<file path="config.mk">
export PLATFORM = sky130hd
export DESIGN_NAME = lane_game_datapath_flat
export DESIGN_NICKNAME = d
export VERILOG_FILES = /design/src/rtl/lane_game_if.sv /design/src/rtl/lane_game_datapath.sv /design/src/flat_wrapper.sv
export SDC_FILE = /design/constraint.sdc
export NUM_CORES = 1
export LEC_CHECK = 0
export CORE_MARGIN = 2
export CORE_UTILIZATION = 52
export CTS_BUF_LIST = sky130_fd_sc_hd__clkbuf_16
export DETAILED_ROUTE_END_ITERATION = 16
export PLACE_DENSITY = 0.85
export SLEW_MARGIN = 20
export SYNTH_ARGS = -nofsm -noshare
export SYNTH_HDL_FRONTEND = slang
export SYNTH_SLANG_ARGS = --single-unit
</file>
<file path="constraint.sdc">
create_clock -name clock -period 14.4 [get_ports clock]
set_clock_uncertainty 0.2 [all_clocks]
set_input_delay 2.16 -clock clock [delete_from_list [all_inputs] [get_ports clock]]
set_output_delay 2.16 -clock clock [all_outputs]
set_load 0.01 [all_outputs]
</file>
<file path="src/rtl/lane_game_if.sv">
// Bundle between the game control FSM / display driver and the lane-game datapath.
// i_* signals flow into the datapath, o_* signals flow out of it.
interface lane_game_if #(
  parameter int LANES   = 4,
  parameter int ROWS    = 32,
  parameter int SCORE_W = 8
);
  logic                    i_run;
  logic                    i_btn_left;
  logic                    i_btn_right;
  logic [1:0]              i_speed;
  logic [LANES-1:0]        o_player_pos;
  logic [SCORE_W-1:0]      o_score;
  logic [2:0]              o_lives;
  logic                    o_hit;
  logic                    o_collect;
  logic                    o_step;
  logic                    o_invulnerable;
  logic                    o_game_over;
  logic [ROWS*LANES-1:0]   o_map_obstacle;
  logic [ROWS*LANES-1:0]   o_map_objective;

  modport master (
    output i_run, i_btn_left, i_btn_right, i_speed,
    input  o_player_pos, o_score, o_lives, o_hit, o_collect, o_step,
           o_invulnerable, o_game_over, o_map_obstacle, o_map_objective
  );

  modport slave (
    input  i_run, i_btn_left, i_btn_right, i_speed,
    output o_player_pos, o_score, o_lives, o_hit, o_collect, o_step,
           o_invulnerable, o_game_over, o_map_obstacle, o_map_objective
  );
endinterface

</file>
<file path="src/rtl/lane_game_datapath.sv">
// Lane-dodging game datapath: scrolling obstacle/objective map, player movement,
// lives with post-hit invulnerability, saturating score. Requires ROWS >= 2.
module lane_game_datapath #(
  parameter int          LANES            = 4,
  parameter int          ROWS             = 32,
  parameter int          HIT_ROWS         = 2,
  parameter int          BASE_PERIOD      = 250000,
  parameter int          OBSTACLE_PERIOD  = 40,
  parameter int          OBJECTIVE_PERIOD = 90000,
  parameter int          SCORE_PERIOD     = 240,
  parameter int          OBJ_BONUS        = 4,
  parameter int          SCORE_W          = 8,
  parameter int          LIVES            = 3,
  parameter int          INVULN_STEPS     = 8,
  parameter int          WRAP             = 0,
  parameter logic [15:0] SEED             = 16'hACE1
) (
  input  logic       clock,
  input  logic       reset,
  lane_game_if.slave io_bus
);
  localparam int LW  = (LANES > 1) ? $clog2(LANES) : 1;
  localparam int NB  = ROWS * LANES;
  localparam int CW  = $clog2(4 * BASE_PERIOD + 1);
  localparam int OW  = (OBSTACLE_PERIOD > 1) ? $clog2(OBSTACLE_PERIOD) : 1;
  localparam int JW  = (OBJECTIVE_PERIOD > 1) ? $clog2(OBJECTIVE_PERIOD) : 1;
  localparam int SCW = (SCORE_PERIOD > 1) ? $clog2(SCORE_PERIOD) : 1;
  localparam int IW  = $clog2(INVULN_STEPS + 1);
  localparam int SX  = SCORE_W + 8;

  localparam logic [CW-1:0]      LIM0     = CW'(4 * BASE_PERIOD - 1);
  localparam logic [CW-1:0]      LIM1     = CW'(3 * BASE_PERIOD - 1);
  localparam logic [CW-1:0]      LIM2     = CW'(2 * BASE_PERIOD - 1);
  localparam logic [CW-1:0]      LIM3     = CW'(BASE_PERIOD - 1);
  localparam logic [LANES-1:0]   POS_LEFT = LANES'(1) << (LANES - 1);
  localparam logic [LANES-1:0]   POS_RGT  = LANES'(1);
  localparam logic [SCORE_W-1:0] SMAX     = '1;

  logic [15:0]        r_lfsr;
  logic               r_btn_l_q, r_btn_r_q, r_edge_l, r_edge_r;
  logic [LANES-1:0]   r_pos;
  logic [CW-1:0]      r_clk_cnt;
  logic               r_step;
  logic [OW-1:0]      r_obs_cnt;
  logic [JW-1:0]      r_obj_cnt;
  logic               r_obj_pend;
  logic [SCW-1:0]     r_score_cnt;
  logic [NB-1:0]      r_map_ob, r_map_oj;
  logic [IW-1:0]      r_inv_cnt;
  logic [2:0]         r_lives;
  logic               r_game_over;
  logic [SCORE_W-1:0] r_score;
  logic               r_hit, r_collect;

  logic               w_active, w_fire, w_eval, w_invuln;
  logic               w_ob_hit, w_ob_get, w_do_hit, w_do_get;
  logic               w_obs_tc, w_obj_set, w_surv;
  logic [CW-1:0]      w_limit;
  logic [LW-1:0]      w_lane_a, w_lane_b;
  logic [LANES-1:0]   w_ob_row, w_oj_row, w_pos_n;
  logic [NB-1:0]      w_win, w_oj_clr;
  logic [SX-1:0]      w_sum;
  logic [SCORE_W-1:0] w_score_n;

  assign w_active  = io_bus.i_run & ~r_game_over;
  assign w_fire    = w_active & (r_clk_cnt >= w_limit);
  assign w_eval    = w_active & ~r_step;
  assign w_invuln  = (r_inv_cnt != '0);
  assign w_ob_hit  = |(r_map_ob & w_win);
  assign w_ob_get  = |(r_map_oj & w_win);
  assign w_do_hit  = w_eval & w_ob_hit & ~w_invuln;
  assign w_do_get  = w_eval & w_ob_get;
  assign w_obs_tc  = (r_obs_cnt == OW'(OBSTACLE_PERIOD - 1));
  assign w_obj_set = (r_obj_cnt == JW'(OBJECTIVE_PERIOD - 1));
  assign w_surv    = w_fire & (r_score_cnt == SCW'(SCORE_PERIOD - 1));
  // Objective lane sits half the lane count away, so it never collides with the obstacle lane.
  assign w_lane_a  = r_lfsr[LW-1:0];
  assign w_lane_b  = w_lane_a + LW'(LANES / 2);
  assign w_ob_row  = w_obs_tc ? (LANES'(1) << w_lane_a) : '0;
  assign w_oj_row  = r_obj_pend ? (LANES'(1) << w_lane_b) : '0;
  assign w_oj_clr  = w_do_get ? (r_map_oj & ~w_win) : r_map_oj;
  assign w_sum     = SX'(r_score) + (w_do_get ? SX'(OBJ_BONUS) : SX'(0)) + (w_surv ? SX'(1) : SX'(0));
  assign w_score_n = (w_sum > SX'(SMAX)) ? SMAX : w_sum[SCORE_W-1:0];

  always_comb begin
    w_limit = LIM3;
    case (io_bus.i_speed)
      2'd0:    w_limit = LIM0;
      2'd1:    w_limit = LIM1;
      2'd2:    w_limit = LIM2;
      default: w_limit = LIM3;
    endcase
  end

  always_comb begin
    w_win = '0;
    for (int r = 0; r < HIT_ROWS; r++) w_win[r*LANES +: LANES] = r_pos;
  end

  always_comb begin
    w_pos_n = r_pos;
    if (r_edge_l & ~r_edge_r) begin
      if (r_pos[LANES-1]) w_pos_n = (WRAP != 0) ? POS_RGT : r_pos;
      else                w_pos_n = r_pos << 1;
    end else if (r_edge_r & ~r_edge_l) begin
      if (r_pos[0]) w_pos_n = (WRAP != 0) ? POS_LEFT : r_pos;
      else          w_pos_n = r_pos >> 1;
    end
  end

  always_ff @(posedge clock or posedge reset) begin
    if (reset) r_lfsr <= SEED;
    else       r_lfsr <= {r_lfsr[14:0], r_lfsr[15] ^ r_lfsr[13] ^ r_lfsr[12] ^ r_lfsr[10]};
  end

  always_ff @(posedge clock or posedge reset) begin
    if (reset) begin
      r_btn_l_q   <= 1'b0;
      r_btn_r_q   <= 1'b0;
      r_edge_l    <= 1'b0;
      r_edge_r    <= 1'b0;
      r_pos       <= POS_LEFT;
      r_clk_cnt   <= '0;
      r_step      <= 1'b0;
      r_obs_cnt   <= '0;
      r_obj_cnt   <= '0;
      r_obj_pend  <= 1'b0;
      r_score_cnt <= '0;
      r_map_ob    <= '0;
      r_map_oj    <= '0;
      r_inv_cnt   <= '0;
      r_lives     <= 3'(LIVES);
      r_game_over <= 1'b0;
      r_score     <= '0;
      r_hit       <= 1'b0;
      r_collect   <= 1'b0;
    end else begin
      r_hit     <= w_do_hit;
      r_collect <= w_do_get;
      r_step    <= w_fire;
      if (w_active) begin
        r_btn_l_q <= io_bus.i_btn_left;
        r_btn_r_q <= io_bus.i_btn_right;
        r_edge_l  <= io_bus.i_btn_left & ~r_btn_l_q;
        r_edge_r  <= io_bus.i_btn_right & ~r_btn_r_q;
        r_pos     <= w_pos_n;
        r_clk_cnt <= w_fire ? '0 : r_clk_cnt + CW'(1);
        r_obj_cnt <= w_obj_set ? '0 : r_obj_cnt + JW'(1);
        // A request raised in a consuming step cycle survives for the next step.
        if (w_obj_set)   r_obj_pend <= 1'b1;
        else if (w_fire) r_obj_pend <= 1'b0;
        if (w_fire) begin
          r_obs_cnt   <= w_obs_tc ? '0 : r_obs_cnt + OW'(1);
          r_score_cnt <= (r_score_cnt == SCW'(SCORE_PERIOD - 1)) ? '0 : r_score_cnt + SCW'(1);
          r_map_ob    <= {w_ob_row, r_map_ob[NB-1:LANES]};
          r_map_oj    <= {w_oj_row, w_oj_clr[NB-1:LANES]};
        end else begin
          r_map_oj    <= w_oj_clr;
        end
        if (w_do_hit) begin
          r_lives     <= r_lives - 3'd1;
          r_inv_cnt   <= IW'(INVULN_STEPS);
          r_game_over <= (r_lives == 3'd1);
        end else if (w_fire && w_invuln) begin
          r_inv_cnt   <= r_inv_cnt - IW'(1);
        end
        r_score <= w_score_n;
      end
    end
  end

  assign io_bus.o_player_pos    = r_pos;
  assign io_bus.o_score         = r_score;
  assign io_bus.o_lives         = r_lives;
  assign io_bus.o_hit           = r_hit;
  assign io_bus.o_collect       = r_collect;
  assign io_bus.o_step          = r_step;
  assign io_bus.o_invulnerable  = w_invuln;
  assign io_bus.o_game_over     = r_game_over;
  assign io_bus.o_map_obstacle  = r_map_ob;
  assign io_bus.o_map_objective = r_map_oj;
endmodule

</file>
<file path="src/flat_wrapper.sv">
// flat-port wrapper written by rule: the top's interface ports become plain ports
module lane_game_datapath_flat 
#(
  parameter int          LANES            = 4,
  parameter int          ROWS             = 32,
  parameter int          HIT_ROWS         = 2,
  parameter int          BASE_PERIOD      = 250000,
  parameter int          OBSTACLE_PERIOD  = 40,
  parameter int          OBJECTIVE_PERIOD = 90000,
  parameter int          SCORE_PERIOD     = 240,
  parameter int          OBJ_BONUS        = 4,
  parameter int          SCORE_W          = 8,
  parameter int          LIVES            = 3,
  parameter int          INVULN_STEPS     = 8,
  parameter int          WRAP             = 0,
  parameter logic [15:0] SEED             = 16'hACE1
)
  (clock, reset, io_bus_i_run, io_bus_i_btn_left, io_bus_i_btn_right, io_bus_i_speed, io_bus_o_player_pos, io_bus_o_score, io_bus_o_lives, io_bus_o_hit, io_bus_o_collect, io_bus_o_step, io_bus_o_invulnerable, io_bus_o_game_over, io_bus_o_map_obstacle, io_bus_o_map_objective);
  lane_game_if #(.LANES(LANES), .ROWS(ROWS), .SCORE_W(SCORE_W)) io_bus_i ();
  input  logic clock;
  input  logic reset;
  input wire logic [$bits(io_bus_i.i_run)-1:0] io_bus_i_run;
  input wire logic [$bits(io_bus_i.i_btn_left)-1:0] io_bus_i_btn_left;
  input wire logic [$bits(io_bus_i.i_btn_right)-1:0] io_bus_i_btn_right;
  input wire logic [$bits(io_bus_i.i_speed)-1:0] io_bus_i_speed;
  output wire logic [$bits(io_bus_i.o_player_pos)-1:0] io_bus_o_player_pos;
  output wire logic [$bits(io_bus_i.o_score)-1:0] io_bus_o_score;
  output wire logic [$bits(io_bus_i.o_lives)-1:0] io_bus_o_lives;
  output wire logic [$bits(io_bus_i.o_hit)-1:0] io_bus_o_hit;
  output wire logic [$bits(io_bus_i.o_collect)-1:0] io_bus_o_collect;
  output wire logic [$bits(io_bus_i.o_step)-1:0] io_bus_o_step;
  output wire logic [$bits(io_bus_i.o_invulnerable)-1:0] io_bus_o_invulnerable;
  output wire logic [$bits(io_bus_i.o_game_over)-1:0] io_bus_o_game_over;
  output wire logic [$bits(io_bus_i.o_map_obstacle)-1:0] io_bus_o_map_obstacle;
  output wire logic [$bits(io_bus_i.o_map_objective)-1:0] io_bus_o_map_objective;
  assign io_bus_i.i_run = io_bus_i_run;
  assign io_bus_i.i_btn_left = io_bus_i_btn_left;
  assign io_bus_i.i_btn_right = io_bus_i_btn_right;
  assign io_bus_i.i_speed = io_bus_i_speed;
  assign io_bus_o_player_pos = io_bus_i.o_player_pos;
  assign io_bus_o_score = io_bus_i.o_score;
  assign io_bus_o_lives = io_bus_i.o_lives;
  assign io_bus_o_hit = io_bus_i.o_hit;
  assign io_bus_o_collect = io_bus_i.o_collect;
  assign io_bus_o_step = io_bus_i.o_step;
  assign io_bus_o_invulnerable = io_bus_i.o_invulnerable;
  assign io_bus_o_game_over = io_bus_i.o_game_over;
  assign io_bus_o_map_obstacle = io_bus_i.o_map_obstacle;
  assign io_bus_o_map_objective = io_bus_i.o_map_objective;
  lane_game_datapath #(.LANES(LANES), .ROWS(ROWS), .HIT_ROWS(HIT_ROWS), .BASE_PERIOD(BASE_PERIOD), .OBSTACLE_PERIOD(OBSTACLE_PERIOD), .OBJECTIVE_PERIOD(OBJECTIVE_PERIOD), .SCORE_PERIOD(SCORE_PERIOD), .OBJ_BONUS(OBJ_BONUS), .SCORE_W(SCORE_W), .LIVES(LIVES), .INVULN_STEPS(INVULN_STEPS), .WRAP(WRAP), .SEED(SEED)) u_core (.clock(clock), .reset(reset), .io_bus(io_bus_i));
endmodule
</file>
# Word level (Yosys, flattened, before mapping)

Index checks and enable logic that the tools add are counted.

Flip-flop bits (word level): 351
Bits of input ports: 7
Output and inout bits: 276
Logic and storage cells: 106

Eq/ne operators: 8
Bitwise gates (word level): 25
Reductions and logical operators: 17
Muxes and demuxes: 20
Add/subtract/negate cells: 9
Magnitude comparators: 2
Shifts and indexed selects: 2

Operators with widths:

| kind                  | number |
|---|---|
| $and 128x8->128       | 2 |
| $mux 128              | 2 |
| $reduce_or 128->1     | 2 |
| $and 128x128->128     | 1 |
| $not 8->128           | 1 |
| $pmux 20 s3           | 1 |
| $mux 4                | 8 |
| $add 20x1->20 const B | 1 |
| $ge 20x20->1          | 1 |
| $mux 20               | 1 |
| $add 17x1->17 const B | 1 |
| $eq 17x17->1 const B  | 1 |
| $mux 17               | 1 |
| $add 16x16->16        | 1 |
| $add 8x16->16         | 1 |
| $gt 16x8->1 const B   | 1 |
| $mux 8                | 2 |
| $and 1x1->1           | 11 |
| $reduce_and 2->1      | 5 |
| $add 8x1->8 const B   | 1 |
| $eq 8x8->1 const B    | 1 |
| $reduce_bool 2->1     | 4 |
| $shl 1x2->4 const A   | 2 |
| $not 1->1             | 7 |
| other kinds (18)      | 24 |

# Depth between registers and ports, before layout

Depth in word-level cells: 9
Depth in mapped cells: 18
Mapped depth without buffers: 16

# Least setup slack after synthesis

Ideal clock, no wire load.

Kind: input-to-reg
From: input io_bus_i_speed[0]
To: register u_core.r_score[2] (netlist: u_core.io_bus.o_score[2])
Slack: 9.017 ns
Data arrival time: 5.045 ns
Cell stages on the path: 18
Setup time: 0.138 ns
Data required time: 14.062 ns
Path buffers: 2
Cells stage by stage: inv_1 > ha_1 > nor2_1 > ha_1 > a211oi_1 > nor2b_1 > o31a_1 > o21ai_2 > buf_6 > buf_2 > nor2_1 > ha_1 > ha_1 > a21oi_1 > nor2_1 > and3_1 > nand4_1 > o211ai_1

Word-level cells in the longest chain between the ends: 9
Elaborated cells between the ends (all ways): 11
Classes of those cells: 1 x add/sub; 2 x order compare; 2 x eq/ne; 3 x mux; 2 x bitwise; 1 x reduce/logical

Ends and longest elaborated chain:

| what                                     | line                      | source |
|---|---|---|
| start, declared                          | flat_wrapper.sv:25        | `input wire logic [$bits(io_bus_i.i_speed)-1:0] io_bus_i_speed;` |
| $eq 2x2->1, or another cell as far along | lane_game_datapath.sv:87  | `case (io_bus.i_speed)` |
| $pmux 20 s3 (*)                          | lane_game_datapath.sv:87  |  |
| $ge 20x20->1 (*)                         | lane_game_datapath.sv:66  | `assign w_fire = w_active & (r_clk_cnt >= w_limit);` |
| $and 1x1->1 (*)                          | lane_game_datapath.sv:66  |  |
| $and 1x1->1 (*)                          | lane_game_datapath.sv:75  | `assign w_surv = w_fire & (r_score_cnt == SCW'(SCORE_PERIOD - 1));` |
| $mux 1 (*)                               | lane_game_datapath.sv:82  | `assign w_sum = SX'(r_score) + (w_do_get ? SX'(OBJ_BONUS) : SX'(0)) + (w_surv ? SX'(1) : SX'(0));` |
| $add 16x16->16 (*)                       | lane_game_datapath.sv:82  |  |
| $gt 16x8->1                              | lane_game_datapath.sv:83  | `assign w_score_n = (w_sum > SX'(SMAX)) ? SMAX : w_sum[SCORE_W-1:0];` |
| $mux 8 (*)                               | lane_game_datapath.sv:83  |  |
| end signal, assigned                     | lane_game_datapath.sv:167 | `r_score <= w_score_n;` |
| end, declared                            | lane_game_datapath.sv:52  | `logic [SCORE_W-1:0] r_score;` |

Mark *: on every way between the ends. The rest lies on a longest branch, timed or not.
A chain may end at the register's enable or synchronous reset.

# Worst setup path after layout

From: input io_bus_i_speed[0]
To: register u_core.r_obs_cnt[5]

Word-level cells in the longest chain between the ends: 5
Elaborated cells between the ends (all ways): 7
Classes of those cells: 1 x order compare; 2 x eq/ne; 1 x mux; 1 x bitwise; 2 x reduce/logical

Ends and longest elaborated chain:

| what                                     | line                      | source |
|---|---|---|
| $eq 2x2->1, or another cell as far along | lane_game_datapath.sv:87  |  |
| $pmux 20 s3 (*)                          | lane_game_datapath.sv:87  |  |
| $ge 20x20->1 (*)                         | lane_game_datapath.sv:66  |  |
| $and 1x1->1 (*)                          | lane_game_datapath.sv:66  |  |
| $reduce_and 2->1 (no line) (*)           | n/a                       |  |
| end signal, assigned                     | lane_game_datapath.sv:153 | `r_obs_cnt <= w_obs_tc ? '0 : r_obs_cnt + OW'(1);` |
| end, declared                            | lane_game_datapath.sv:44  | `logic [OW-1:0] r_obs_cnt;` |

Marked as above.

==> flow_summary_export.csv <==
group,metric,value,unit
run_status,status,"finished, final reports clean",
pwr,leakagePower,9.48,nW
run,drv_cap,0,
floorplanning,die_h,170,microns
clock_network,cts_tree,"done",
clock_network,clk_path_buf_depth,3,
yosys,synth_top_area_share,0.592,
setup_path,r2r_slack,9.45,ns
yosys,synthCells,1547,
setup_path,path_common_cell,"buf_4",
sta,setup_violations,0,
setup_path,path_class,"in -> reg",
hold_path,hold_class,"reg -> reg",
pwr,total_power,2.05,mW
clock_network,ctsHoldBuffers,0,
placed_design,place.gp.congestion,0.804,
clock_network,clkTransAtPathRegs,0.06,ns
floorplanning,start_util,0.532,
yosys,yosysWarnings,0,
pwr,powerDensity,111,nW/um^2
yosys,ys_types,52,
yosys,synth-edff-count,0,
cells_and_area,nNetsFinal,1847,
clock_network,postCtsSetupRepairBufs,0,
routing,drt-met1-wl,14800,microns
setup_path,endpoint_kind,"flip-flop",
cells_and_area,drive_gt1_frac,0.0451,
hold_path,whs_endpoint,"u_core.r_lfsr[7]$_DFF_PP1_",
yosys,synthFlopType,"dfrtp_1",
pwr,seq_power_share,0.507,
setup_path,r2r_start,"u_core.r_clk_cnt[5]$_DFFE_PP0P_",
yosys,synth_nets,1583,
setup_path,r2r_cells,10,
clock_network,root_buffer,"clkbuf_16",
placed_design,place_inst,2112,
setup_path,crit_path_max_incr_delay,0.89,ns
cells_and_area,area_growth,29.0,%
clock_network,insertion_delay,0.51,ns
clock_network,cts_made_buffers,38,
cells_and_area,postLayoutCoreUtil,0.686,
yosys,synthArstFlopShare,1.00,
pwr,p_int,1.59,mW
pwr,p_sw,467,uW
hold_path,min_path_cells,0,
clock_network,h-tree-depth,2,
setup_path,path_max_fanout,106,
cells_and_area,fill_cells,1884,
yosys,yosysTopAreaCell,"dfrtp_1",
sta,drv_slew,0,
cells_and_area,fin_cells,2180,
pwr,peakVddDrop,103,uV
setup_path,timing.rr.end,"u_core.r_obs_cnt[5]$_DFFE_PP0P_",
sta,finalCritPeriodShare,0.500,
placed_design,dp_hpwl,23500,microns
global_routing,grt_remaining_overflow,0,
pwr,clkPwrFrac,0.452,
sta,hold_viol,0,
routing,via_per_inst,5.34,
setup_path,start_kind,"primary input",
floorplanning,die_area,29000,sq um
routing,wl_per_cell,16.7,microns
sta,relSlewSlack,0.308,
floorplanning,pin_count,283,
global_routing,grt_pass1_vias,11700,
pwr,share_comb_of_total_power,0.041,
sta,rsz0062_at_grt,"false",
global_routing,antenna_found_initial,0,
setup_path,cp_slowest_cell,"buf_4",
routing,wl,36500,microns
routing,drt_iter0_drc,1020,
global_routing,grt_max_degree,173,
cells_and_area,seq_area,8800,sq um
placed_design,io_buffers,282,
yosys,syn-cell-area,14400,sq um
cells_and_area,antenna_cells,0,
setup_path,critPathRequiredTime,14.61,ns
setup_path,crit_family,"buffers and inverters",
routing,drcViolationCount,0,
clock_network,clock-sinks,351,
cells_and_area,fin_area,18500,sq um
sta,worst_pin_slew,1.04,ns
sta,setup_tns,0,ns
routing,num_vias,11700,
sta,timing.fmax,139,MHz
yosys,synth_area_per_cell,9.29,sq um
routing,ant_nets,0,
floorplanning,die_w,170,microns
floorplanning,rows,60,
cells_and_area,multiInputGateArea,5130,sq um
setup_path,worst-path-buf-inv,5,
setup_path,crit_arrival,7.41,ns
setup_path,crit_chain,"clkdlybuf4s50_1 > inv_1 > ha_1 > nor2_1 > ha_1 > a211oi_1 > nor2b_1 > o31a_1 > o21ai_4 > buf_4 > buf_4 > buf_4 > o21ai_0 > o41ai_2",
yosys,synthTopCellsByArea,"dfrtp_1, nand2_1, ha_1",
yosys,ys_ff_latch,351,
floorplanning,core,27000,sq um
yosys,seq_area_frac_synth,0.612,
routing,dr_wl_met3,3040,microns
global_routing,grt_first_pass_wirelength,59600,microns
routing,first_pass_iters,5,
global_routing,grt_util_all_layers,0.256,
routing,topRoutingLayerUsed,"met4",
pwr,p_sw_frac,0.228,
hold_path,worstHoldStart,"u_core.r_lfsr[6]$_DFF_PP1_",
clock_network,cts_resized,0,
routing,wl_met2,17200,microns
sta,finalCriticalPeriod,7.20,ns
placed_design,placed_area,17300,sq um
## power by group through the flow
stage,Sequential (mW),Combinational (mW),Clock [mW]
after floorplan,1.05,0.0561,0
after global placement,1.05,0.0809,0
after detailed placement,1.06,0.0854,0
after CTS,1.04,0.0855,0.943
after global routing,1.04,0.0972,0.987
final,1.04,0.0841,0.928
## per-stage QoR
| step | hold slack [ns] | setup slack (ns) |
|---|---|---|
| global placement | 0.132 | 6.94 |
| finish | 0.145 | 7.20 |
| detailed placement | 0.139 | 6.76 |
| global route | 0.152 | 6.82 |
| floorplan | 0.131 | 2.32 |
| CTS | 0.152 | 7.31 |
## cell usage after synthesis (all sizes together) (5+ instances only)
cell type and number:
a31oi 7, nor3 8, xnor2 22, buf 63, o31ai 8, dfrtp 340
xor2 18, nand3 32, and3 15, inv 20, a21oi 23, nand4 14
ha 29, o21ai 35, nor2 43, nand2 803, or3 5, dfstp 11
## cell usage in the layout, fill, tap and decap left out, types with 11 or more instances in the layout
cell type	Yosys	layout
nand2_1	803	803
dfrtp_1	340	340
clkdlybuf4s50_1	0	282
nor2_1	43	43
clkbuf_16	0	39
o21ai_0	34	34
nand3_1	32	32
ha_1	29	29
inv_1	19	25
a21oi_1	23	23
xnor2_1	22	22
xor2_1	18	18
and3_1	15	15
nand4_1	13	13
dfstp_2	11	11
## registers in the layout, summed over array words and instances, names as in the netlist, 3 cells and up
name / flops
u_core.io_bus.o_map_objective: 128
u_core.r_inv_cnt: 4
u_core.io_bus.o_lives: 3
u_core.io_bus.o_score: 8
u_core.r_lfsr: 16
u_core.r_obs_cnt: 6
u_core.io_bus.o_player_pos: 4
u_core.io_bus.o_map_obstacle: 128
u_core.r_clk_cnt: 20
u_core.r_score_cnt: 8
u_core.r_obj_cnt: 17
## final cells by class
cell class,count,area share
Clock buffer,39,0.0527
Sequential cell,351,0.475
Tap cell,341,0.0230
Multi-Input combinational cell,1109,0.277
Clock inverter,29,0.0112
Timing Repair Buffer,291,0.157
Inverter,20,0.00486
## cell families after synthesis
group / Yosys count / synth area share
DFF: 351 / 0.612
xor gates and xnor gates: 40 / 0.0244
buffers and inverters: 87 / 0.0311
muxes: 4 / 0.00287
and+or+nand+nor: 948 / 0.266
adders and majority gates: 29 / 0.0253
AOI/OAI and AO/OA: 88 / 0.0387
## routing by layer
layer / GRT usage / up-vias
met5: 0 / -
met4: 0.101 / 0
met3: 0.0772 / 96
met2: 0.410 / 421
met1: 0.327 / 5711
li1: - / 5423
## worst max-delay path by stage
stage | from | endpoint | slack (ns) | depth (start not counted)
after floorplan | reset | u_core.io_bus.o_collect$_DFF_PP0_ | 2.32 | 1
after CTS | io_bus_i_speed[0] | u_core.r_obs_cnt[5]$_DFFE_PP0P_ | 7.31 | 14
after global placement | io_bus_i_speed[0] | u_core.r_obs_cnt[3]$_DFFE_PP0P_ | 6.94 | 14
after global routing | io_bus_i_speed[0] | u_core.r_obs_cnt[5]$_DFFE_PP0P_ | 6.82 | 14
after detailed placement | io_bus_i_speed[0] | u_core.r_obs_cnt[5]$_DFFE_PP0P_ | 6.76 | 14
final | io_bus_i_speed[0] | u_core.r_obs_cnt[5]$_DFFE_PP0P_ | 7.20 | 14
Note: power is estimated with default switching activity, not from simulation.
